`src/rtl/decode_stage.sv`:
```
// Decode stage: field extraction, 8x16 register file with write-through read,
// load-use stall / halt / flush control FSM and the decode/execute pipeline register.
module decode_stage (
    input  logic        clk,
    input  logic        rst,
    input  logic [31:0] i_pc,
    input  logic [31:0] i_instruction,
    input  logic        i_flush,
    input  logic        i_wb_en,
    input  logic [2:0]  i_wb_addr,
    input  logic [15:0] i_wb_data,
    output logic        o_fetch_en,
    output logic [1:0]  o_pc_select,
    output logic        o_valid,
    output logic [31:0] o_pc,
    output logic [4:0]  o_opcode,
    output logic [2:0]  o_rdst,
    output logic [15:0] o_rdata1,
    output logic [15:0] o_rdata2,
    output logic [15:0] o_imm,
    output logic        o_we,
    output logic        o_mem_read,
    output logic        o_mem_write,
    output logic        o_halted
);

    localparam int unsigned XLEN   = 32;
    localparam int unsigned DW     = 16;
    localparam int unsigned OPW    = 5;
    localparam int unsigned RAW    = 3;
    localparam int unsigned NREG   = 8;
    localparam int unsigned PSW    = 2;

    localparam logic [PSW-1:0] PC_HOLD = 2'b00;
    localparam logic [PSW-1:0] PC_INC2 = 2'b01;
    localparam logic [PSW-1:0] PC_INC4 = 2'b10;

    localparam logic [OPW-1:0] OP_NOP = 5'b00000;
    localparam logic [OPW-1:0] OP_HLT = 5'b01111;
    localparam logic [OPW-1:0] OP_LDD = 5'b11000;
    localparam logic [OPW-1:0] OP_STD = 5'b11001;

    typedef enum logic [1:0] {
        ST_RUN   = 2'b00,
        ST_STALL = 2'b01,
        ST_HALT  = 2'b10
    } state_e;

    typedef struct packed {
        logic            valid;
        logic [XLEN-1:0] pc;
        logic [OPW-1:0]  opcode;
        logic [RAW-1:0]  rdst;
        logic [DW-1:0]   rdata1;
        logic [DW-1:0]   rdata2;
        logic [DW-1:0]   imm;
        logic            we;
        logic            mem_read;
        logic            mem_write;
    } pipe_t;

    state_e          state_q, state_d;
    pipe_t           pipe_q, pipe_d;
    logic            fetch_en_q, fetch_en_d;
    logic [PSW-1:0]  pc_sel_q, pc_sel_d;
    logic            halted_q, halted_d;
    logic [DW-1:0]   rf_q [NREG];

    // Instruction word fields
    logic [OPW-1:0]  opcode;
    logic [RAW-1:0]  rdst;
    logic [RAW-1:0]  rsrc1;
    logic [RAW-1:0]  rsrc2;
    logic [DW-1:0]   imm_field;
    logic            unused_word_bits;

    assign opcode           = i_instruction[31:27];
    assign rdst             = i_instruction[26:24];
    assign rsrc1            = i_instruction[23:21];
    assign rsrc2            = i_instruction[20:18];
    assign imm_field        = i_instruction[15:0];
    assign unused_word_bits = ^i_instruction[17:16];

    // Opcode class decode
    logic is_alu, is_ctrl, is_immalu, is_mem_cls;
    logic is_nop, is_hlt, is_ldd, is_std, is_rsvd;
    logic two_word, uses_rs1, uses_rs2, writes_rd;

    always_comb begin
        is_alu     = (opcode[4:3] == 2'b00);
        is_ctrl    = (opcode[4:3] == 2'b01);
        is_immalu  = (opcode[4:3] == 2'b10);
        is_mem_cls = (opcode[4:3] == 2'b11);
        is_nop     = (opcode == OP_NOP);
        is_hlt     = (opcode == OP_HLT);
        is_ldd     = (opcode == OP_LDD);
        is_std     = (opcode == OP_STD);
        is_rsvd    = is_mem_cls && !is_ldd && !is_std;
        two_word   = opcode[4];
        uses_rs1   = is_alu || (is_ctrl && !is_hlt) || is_immalu || is_ldd || is_std;
        uses_rs2   = is_alu || is_std;
        writes_rd  = (is_alu && !is_nop) || is_immalu || is_ldd;
    end

    // Register file reads with write-through from the writeback port
    logic [DW-1:0] rd1_val;
    logic [DW-1:0] rd2_val;

    always_comb begin
        rd1_val = rf_q[rsrc1];
        rd2_val = rf_q[rsrc2];
        if (i_wb_en && (i_wb_addr == rsrc1)) begin
            rd1_val = i_wb_data;
        end
        if (i_wb_en && (i_wb_addr == rsrc2)) begin
            rd2_val = i_wb_data;
        end
    end

    // Load-use hazard against the load sitting in the execute register
    logic load_use;

    always_comb begin
        load_use = pipe_q.valid && pipe_q.mem_read &&
                   ((uses_rs1 && (pipe_q.rdst == rsrc1)) ||
                    (uses_rs2 && (pipe_q.rdst == rsrc2)));
    end

    // Fully decoded payload for a normal issue; reserved opcodes collapse to NOP
    pipe_t issue;

    always_comb begin
        issue           = '0;
        issue.valid     = 1'b1;
        issue.pc        = i_pc;
        issue.opcode    = is_rsvd ? OP_NOP : opcode;
        issue.rdst      = rdst;
        issue.rdata1    = rd1_val;
        issue.rdata2    = rd2_val;
        issue.imm       = two_word ? imm_field : DW'(0);
        issue.we        = writes_rd;
        issue.mem_read  = is_ldd;
        issue.mem_write = is_std;
    end

    // Next-state and next-output logic; bubble and hold are the defaults
    always_comb begin
        state_d    = state_q;
        pipe_d     = '0;
        fetch_en_d = 1'b0;
        pc_sel_d   = PC_HOLD;

        case (state_q)
            ST_HALT: begin
                state_d = ST_HALT;
            end
            ST_RUN, ST_STALL: begin
                if (i_flush) begin
                    state_d    = ST_RUN;
                    fetch_en_d = 1'b1;
                end else if (is_hlt) begin
                    state_d = ST_HALT;
                end else if (load_use) begin
                    state_d = ST_STALL;
                end else begin
                    state_d    = ST_RUN;
                    pipe_d     = issue;
                    fetch_en_d = 1'b1;
                    pc_sel_d   = two_word ? PC_INC4 : PC_INC2;
                end
            end
            default: begin
                state_d = ST_RUN;
            end
        endcase

        halted_d = (state_d == ST_HALT);
    end

    // State and pipeline registers
    always_ff @(posedge clk) begin
        if (rst) begin
            state_q    <= ST_RUN;
            pipe_q     <= '0;
            fetch_en_q <= 1'b0;
            pc_sel_q   <= PC_HOLD;
            halted_q   <= 1'b0;
        end else begin
            state_q    <= state_d;
            pipe_q     <= pipe_d;
            fetch_en_q <= fetch_en_d;
            pc_sel_q   <= pc_sel_d;
            halted_q   <= halted_d;
        end
    end

    // Register file write port; active in every state, reset wins
    always_ff @(posedge clk) begin
        if (rst) begin
            for (int i = 0; i < int'(NREG); i++) begin
                rf_q[i] <= '0;
            end
        end else if (i_wb_en) begin
            rf_q[i_wb_addr] <= i_wb_data;
        end
    end

    assign o_fetch_en  = fetch_en_q;
    assign o_pc_select = pc_sel_q;
    assign o_halted    = halted_q;
    assign o_valid     = pipe_q.valid;
    assign o_pc        = pipe_q.pc;
    assign o_opcode    = pipe_q.opcode;
    assign o_rdst      = pipe_q.rdst;
    assign o_rdata1    = pipe_q.rdata1;
    assign o_rdata2    = pipe_q.rdata2;
    assign o_imm       = pipe_q.imm;
    assign o_we        = pipe_q.we;
    assign o_mem_read  = pipe_q.mem_read;
    assign o_mem_write = pipe_q.mem_write;

endmodule

```
`config.mk`:
```
export PLATFORM = sky130hd
export DESIGN_NAME = decode_stage
export DESIGN_NICKNAME = d
export VERILOG_FILES = /design/src/rtl/decode_stage.sv
export SDC_FILE = /design/constraint.sdc
export NUM_CORES = 1
export LEC_CHECK = 0
export CORE_ASPECT_RATIO = 2
export CORE_MARGIN = 2
export CORE_UTILIZATION = 56
export CTS_CLUSTER_DIAMETER = 50
export DETAILED_ROUTE_END_ITERATION = 8
export DONT_BUFFER_PORTS = 1
export MAX_ROUTING_LAYER = met4
export PLACE_DENSITY = 0.71
export SLEW_MARGIN = 10
export SYNTH_ARGS = -nofsm -noshare
export SYNTH_HDL_FRONTEND = slang
export SYNTH_SLANG_ARGS = --single-unit
```
`constraint.sdc`:
```
create_clock -name clk -period 4.45 [get_ports clk]
set_input_delay 1.335 -clock clk [delete_from_list [all_inputs] [get_ports clk]]
set_output_delay 1.335 -clock clk [all_outputs]
set_load 0.005 [all_outputs]
```
**After elaboration in Yosys (flattened, before gate mapping)**

Memory sizes are Yosys's and may differ from the RTL's.
Index checks and enable logic that the tools add are counted.

- Output and inout bits: 96
- Logic and storage cells: 83
- Bits in writable memories: 128
- Memories: 1
- Input port bits: 87
- Flip-flop bits (word level): 98

- Bitwise gates (word level): 2
- Equality and inequality tests: 13
- Mux-type cells: 21
- Reductions and logical operators: 32

Memories:

| name | words | bits a word | read ports | clocked after memory_dff | wr ports | RTL line | RTL |
|---|---|---|---|---|---|---|---|
| rf_q | 8 | 16 | 2 | 0 | 8 | 67 | `logic [DW-1:0] rf_q [NREG];` |

Operator list:

| operator | number |
|---|---|
| 92-bit two-way mux | 1 |
| 16-bit two-way mux | 4 |
| 16-bit OR reduction | 1 |
| 3-bit equality test | 4 |
| 6-bit OR reduction | 2 |
| 5-bit equality test (second input constant) | 2 |
| 1-bit logical AND | 10 |
| 1-bit two-way mux | 10 |
| 2-bit equality test (second input constant) | 4 |
| 1-bit logical OR | 8 |
| 2-bit two-way mux | 3 |
| 5-bit by 4-bit equality test with 1-bit output (second input constant) | 1 |
| 5-bit zero test | 1 |
| 5-bit two-way mux | 1 |
| 5-bit OR reduction | 1 |
| 2-bit by 1-bit equality test with 1-bit output (second input constant) | 2 |
| 1-bit zero test | 4 |
| 2-bit zero test | 2 |
| 2-bit case mux with 2 select lines | 1 |
| 2-bit OR reduction | 2 |
| 4-bit OR reduction | 1 |
| 3-bit two-way mux | 1 |
| 1-bit NOT | 2 |

**Longest topological paths before layout**

- Word-level depth: 15
- Mapped depth: 7
- Gate-level depth less buffers: 4

**Worst setup path before layout**

No wires, ideal clock.

- Path kind: input to register
- Start point: input i_wb_addr[2]
- End point: memory rf_q[3][10], enable pin
- Stages: 3
- Path buffers: 0
- Setup time: 334 ps
- Data required time: 4116 ps
- Data arrival time: 2414 ps
- Slack: 1703 ps
- Cells stage by stage: or3b_2 > nor2_1 > or2_2

RTL lines:

| what | RTL line | RTL |
|---|---|---|
| start, declared | 10 | `input logic [2:0] i_wb_addr,` |
| end, declared | 67 |  |

**Final worst setup path**

- Start point: input i_instruction[28]
- End point: register pipe_q, in the netlist o_rdata1[9]

- Longest elaborated chain between the ends: 11
- Elaborated cells on any way between the ends: 15
- Classes of those cells: eq/ne (3); reduce/logical (12)

RTL lines:

| what | RTL line | RTL |
|---|---|---|
| start, declared | 7 | `input logic [31:0] i_instruction,` |
| 5-bit by 4-bit equality test with 1-bit output | 95 | `is_hlt = (opcode == OP_HLT);` |
| 1-bit zero test | 100 | `uses_rs1 = is_alu \|\| (is_ctrl && !is_hlt) \|\| is_immalu \|\| is_ldd \|\| is_std;` |
| 1-bit logical AND | 100 |  |
| 1-bit logical OR (4 in a row) | 100 |  |
| 1-bit logical AND | 125 | `((uses_rs1 && (pipe_q.rdst == rsrc1)) \|\|` |
| 1-bit logical OR | 125 |  |
| 1-bit logical AND | 124 | `load_use = pipe_q.valid && pipe_q.mem_read &&` |
| 5-bit OR reduction (no source line) * | - |  |
| end signal, assigned | 190 | `pipe_q <= pipe_d;` |
| end, declared | 63 | `pipe_t pipe_q, pipe_d;` |

Every way passes the cells marked *; elsewhere a longest branch is shown, timed or not.
A chain may end at the register's enable or synchronous reset.

==> impl_metrics.toml <==
[timing]
fin_crit_sh = 0.627
fin_tns_setup_ns = 0
min_period_ns = 2.79
finClkSkew_ns = 0.00798
setup_viol = 0
slew_headroom = 0.373
hold_viol_final = 0
rsz0062_at_grt = "no"
worst_pin_slew_ns = 0.939
max_freq_ghz = 0.358
slew_viol_final = 0

[drt]
vias = 6089
drt_pass1_iterations = 5
drcViolationCount = 0
antenna_left = 0
wl_per_cell_um = 27.0
vias_per_cell = 6.52
routed_wl_um = 25300
drt_iter0_drc = 452

[layout]
nFillCells = 1357
fin_nets = 794
fin_util = 0.616
layout_common_cells = "and2_1 (129), edfxtp_1 (128), dfxtp_1 (98), mux4_2 (60), nor2_1 (58)"
drive_gt1_frac = 0.215
multiInputGateArea_sq_um = 4070
ff_latch_area_sq_um = 5810
layout_commonest_cell = "and2_1"
fin_cells = 934
antenna_cells = 0
areaGrowthSynthToFinish_pct = 8.04

[pwr]
ir_drop_mv = 0.280
clkPwrFrac = 0.389
combinationalPowerShare = 0.078
p_int_mw = 3.50
p_seq_frac = 0.534
p_total_mw = 4.47
swShare = 0.218
power_density_nw_per_um2 = 408
power.switching_mw = 0.972
p_leak_nw = 3.85

[logic_synthesis]
ys_seq_area_frac = 0.572
synth_top_area_frac = 0.379
ys_types = 36
synth_warnings = 0
netlist_instances = 729
synth_edf_count = 128
ys.flop_type = "edfxtp_1"
synth_nets = 816
avgSynthCellArea_sq_um = 13.9
synth.area.top_cells = "edfxtp_1 (38%), dfxtp_1 (19%), mux4_2 (13%)"
ys_ff_latch = 226
synth_area_sq_um = 10100
async_reset_ff_frac = 0
yosys.area.top_type = "edfxtp_1"

[setup_path]
r2r_slack_ns = 2.30
endpoint_kind = "flip-flop"
reg2regPathDepth = 5
crit_arrival_ns = 3.13
crit_path_start_kind = "input port"
worst-setup-path-type = "input port to flip-flop"
critPathMaxFanout = 50
r2r-end = "o_rdata1[9]"
worstReg2RegStart = "o_mem_read"
required_ns = 4.79

[global_route]
grt_pass1_wl_um = 37600
grt_start_max_net_pins = 51
grt_pass1_vias = 6562
grtUsageTotal = 0.268
grt-ovfl-total = 0
antenna_found_initial = 0

[worst_hold_path]
whs_endpoint = "o_fetch_en"
holdCritPathClass = "flip-flop to flip-flop"
min_from = "state_q[1]"
hold_depth = 1

[clock_tree]
ctsResizeCount = 0
clock_latency_ns = 0.50
post_cts_buffers = 0
ctsHoldBuffers = 0
cts_buffers = 20
clock-sinks = 226
cts_tree = "done"
clockBufferDepth = 3
clk_pin_slew_ns = 0.06
htree_levels = 1
root_buffer = "clkbuf_16"

[floorplanning]
num_rows = 69
fp.dieH_um = 194
initial_core_util = 0.571
ios = 183
core_area_sq_um = 17800
die_w_um = 99.2
die_area_sq_um = 19300

[status]
outcome = "complete, no violations"

[placed_design]
place_congestion = 0.768
placedCellCount = 898
io_buffers = 0
hpwl_um = 15800

[run]
drv_cap = 0
==> cells in the mapped netlist (4+ instances only) <==
| cell | n |
|---|---|
| nor2_1 | 62 |
| o22ai_1 | 6 |
| buf_4 | 11 |
| buf_2 | 22 |
| and2_1 | 129 |
| mux4_2 | 60 |
| inv_1 | 4 |
| nor3b_1 | 35 |
| dfxtp_1 | 98 |
| nand2_1 | 26 |
| edfxtp_1 | 128 |
| buf_1 | 4 |
| or2_2 | 8 |
| a2111oi_2 | 33 |
| nor3_1 | 8 |
| mux2i_1 | 36 |
| clkbuf_1 | 21 |
| xnor2_1 | 12 |
| a21oi_1 | 4 |
==> through the flow <==
step | hold slack, ns | instance area, sq um | setup slack, ns
final | 0.540 | 11000 | 1.66
after global routing | 0.586 | 11000 | 1.51
after CTS | 0.540 | 11000 | 1.61
after detailed placement | 0.518 | 10300 | 1.09
after global placement | 0.527 | 10300 | 1.12
after floorplan | 0.493 | 10100 | 1.70
==> cell families (layout without fill, tap and decap cells) <==
kind of cell | after synthesis | count (layout) | synth area share
AND/OR/NAND/NOR | 281 | 281 | 0.156
multiplexers | 96 | 96 | 0.169
adder cells (fa/ha/maj) | 1 | 1 | 0.000986
flip-flops | 226 | 226 | 0.572
buffers and inverters | 62 | 54 | 0.0297
XOR/XNOR | 12 | 12 | 0.0104
AO/OA/AOI/OAI | 51 | 51 | 0.0621
==> routing by layer <==
metal  up-vias  part of all wire  track usage
met5         -                 0            -
met4         0             0.037        0.107
met3        64             0.077       0.0518
met2       300              0.56        0.490
met1      3076              0.33        0.275
li1       2649                 -            -
==> how the worst max path moves through the flow <==
stage	from	end	slack, ns
after floorplan	i_wb_addr[2]	rf_q[3][10]	1.70
after global placement	i_instruction[28]	o_pc[31]	1.12
after detailed placement	i_instruction[28]	o_pc[31]	1.09
after CTS	i_instruction[28]	o_pc[31]	1.61
after global routing	i_instruction[28]	o_pc[20]	1.51
final	i_instruction[28]	o_rdata1[9]	1.66
==> power groups by stage <==
| stage | combinational [mW] | sequential, mW | clock (mW) |
|---|---|---|---|
| 2_1_floorplan | 0.317 | 2.40 | 0 |
| 3_3_place_gp | 0.338 | 2.42 | 0 |
| 3_5_place_dp | 0.348 | 2.43 | 0 |
| 4_1_cts | 0.350 | 2.39 | 1.75 |
| 5_1_grt | 0.371 | 2.39 | 1.84 |
| 6_report | 0.347 | 2.39 | 1.74 |
==> layout make-up <==
type | instances | share of cell area
tap | 213 | 0.0243
sequential | 226 | 0.530
clock buffer | 30 | 0.0579
multi-input combinational | 441 | 0.371
inverter | 4 | 0.00137
clock inverter | 6 | 0.00297
timing repair buffer | 14 | 0.0130
==> worst max-delay path: stages <==
cell and delay [ns]:
nor2_1 0.30, a31oi_1 0.28, o221ai_4 0.75, buf_12 0.32, a2111oi_2 0.09
==> state kept, by name (all words and copies together) (netlist names) <==
name	cells
o_valid	1
o_pc_select	2
o_opcode	5
o_rdata1	16
state_q	2
o_halted	1
o_imm	16
o_rdst	3
o_pc	32
o_mem_read	1
o_rdata2	16
rf_q	128
o_fetch_en	1
o_mem_write	1
o_we	1
(Power assumes the default switching activity.)
==> variant (config.mk and constraints unchanged) <==
The 3 states of `state_e` get a one-hot encoding in 3 bits.
--- a/src/rtl/decode_stage.sv
+++ b/src/rtl/decode_stage.sv
@@ -42,6 +42,6 @@
 
-    typedef enum logic [1:0] {
-        ST_RUN   = 2'b00,
-        ST_STALL = 2'b01,
-        ST_HALT  = 2'b10
+    typedef enum logic [2:0] {
+        ST_RUN   = 3'b001,
+        ST_STALL = 3'b010,
+        ST_HALT  = 3'b100
     } state_e;
Function: same outputs for any inputs over 4 cycles, from zero or initial values and one cycle with rst high; so few cycles prove little.
==> variant against the unedited design <==
- sequential cell count rose by 1
- die area rose by 0.23%
- final area fell by 0.59%
- via count rose by 2.3%
- combinational power rose by 2%
- sequential share of layout area rose by 0.50 points
- area after synthesis rose by 0.25%
- worst setup slack improved by 0.069 ns
- core utilization fell by 0.37 points
- power fell by 4.1%
- routed wire length fell by 1.3%
- first-iteration DRC count fell by 12%
- global-route usage rose by 0.052 points
- critical path type unchanged
- largest power group unchanged
==> variant: results (changes against the unedited design) <==
status=finished clean; GR Util met3=4.675% (-0.50 points); gpl congestion=0.8397 (+9.3%); critical path arrival=2.91 ns (-0.22 ns); Max FO, Critical Path=11 (-78%); leakage=4.156 nW (+8.1%); Gate Count Post-Synth=775 (+6.3%); vias in the first global route=6698 (+2.1%); r2r setup slk=2.35 ns (+0.05 ns); share of cells above drive strength 1=18.71% (-2.8 points); WHS=0.5986 ns (+0.05810 ns); clk slew on worst S/H paths=0.07 ns; DR iter-0 viols=396 (-12%); CTS H-tree lvls=1 (unchanged); met1 Usage GRT=27.41% (-0.14 points); flip-flop count of the largest register after layout=128 (unchanged); fin cells=988 (+5.8%); min-delay src=state_q[1]; Post-synth EDFFs=128 (unchanged); largest net degree at the start of global routing=63 (+24%); clk buf depth=3 (unchanged); first-pass GRT wire length=37830 um (+0.59%); DP Area=0.01034 mm^2 (+0.47%); met2 usage=48.42% (-0.60 points); hold worst-path end=state_q[0]; CTS buffer count=19 (-5.0%); crit-path max cell delay=0.68 ns (-0.07 ns); Max Clock Skew=0.01524 ns (+0.007259 ns); worst r2r src=o_rdst[2]; Top Family by Delay on Critical Path=compound AO/OA/AOI/OAI gates; WHS Path Cells=2 (+1); placed cells=955 (+6.3%); Synth cell types=36 (unchanged); Buffers on Ports=0 (unchanged); Vias=6232 (+2.3%); worst r2r path cells=5 (unchanged); pre-CTS setup slack=1.185 ns (+0.09754 ns); post-synthesis sequential area ratio=57.27% (about the same); setup bufs post-CTS=0 (unchanged); Top Usage Layer GRT=met2; drt total wl=24930 um (-1.3%); DP HPWL=16430 um (+4.2%); Post-synth top cells=and2_1, edfxtp_1, dfxtp_1; clock root buffer=clkbuf_16; clock latency on the worst-skew pair=0.50 ns (about the same); Synth Warn #=0 (unchanged); worst hold path class=flop to flop; RR Endpoint=o_imm[9]; async set or reset register ratio after synthesis=0% (unchanged); Total GRT Usage=26.84% (+0.052 points); Max-Slew Margin vs Limit=47.09% (+9.8 points); final net count=850 (+7.1%); Synth area leaders=edfxtp_1, dfxtp_1, mux4_2; Mapped Nets=862 (+5.6%); initial antenna violation count=0 (unchanged); worst vdd ir=0.2461 mV (-12%); n_diodes=0 (unchanged); CP max-delay cell=o21ai_1; ANT nets after route=0 (unchanged)
## variant: cell count changes after synthesis, moves of 6 or more
cell and change:
buf_4 -8, inv_1 +35, or2_2 -6, nor2b_1 +6, nor2_1 -47, o21ai_0 +10
mux2_2 +28, clkbuf_1 +10, a2111oi_2 -33, nor3_1 +82, nor3b_1 -30
## variant: cell families (layout without fill, tap and decap cells)
logic type,Yosys count,in the layout,synth area share [%]
XOR/XNOR,12,12,1.033
AO/OA/AOI/OAI,24,24,1.562
buffers and inverters,96,96,4.244
multiplexers,125,125,20.02
AND/OR/NAND/NOR,291,291,15.87
flip-flops,227,227,57.27
## variant: layer usage
layer / routed length, um / up-vias / share of wire, %
met5: 0 / - / 0
met4: 1207 / 0 / 4.8
met3: 1800 / 82 / 7.2
met2: 13820 / 318 / 55
met1: 8095 / 3065 / 32
li1: - / 2767 / -
## variant: power breakdown
part | leakage (nW) | switching, mW | internal [mW]
Clock | 0.286 | 0.732 | 0.808
Combinational | 1.83 | 0.154 | 0.199
Sequential | 2.04 | 0.0625 | 2.33
Total | 4.16 | 0.949 | 3.34
## variant: cell type report
class | instances | area, um^2
clock buffer | 23 | 501.7
clock inverter | 10 | 51.30
fill | 1394 | 6887
inverter | 39 | 146.4
multi-input combinational | 452 | 3926
sequential | 227 | 5826
tap | 213 | 266.5
timing repair buffer | 24 | 180.2
## variant: worst max path at each step
stage	from	endpoint	slack (ns)	depth (start not counted)
2_1_floorplan	rst	rf_q[5][0]	1.10	4
5_1_grt	rst	rf_q[5][3]	1.62	4
3_3_place_gp	rst	rf_q[5][10]	1.26	4
4_1_cts	rst	rf_q[5][2]	1.71	4
6_report	rst	rf_q[5][8]	1.73	4
3_5_place_dp	rst	rf_q[5][10]	1.18	4
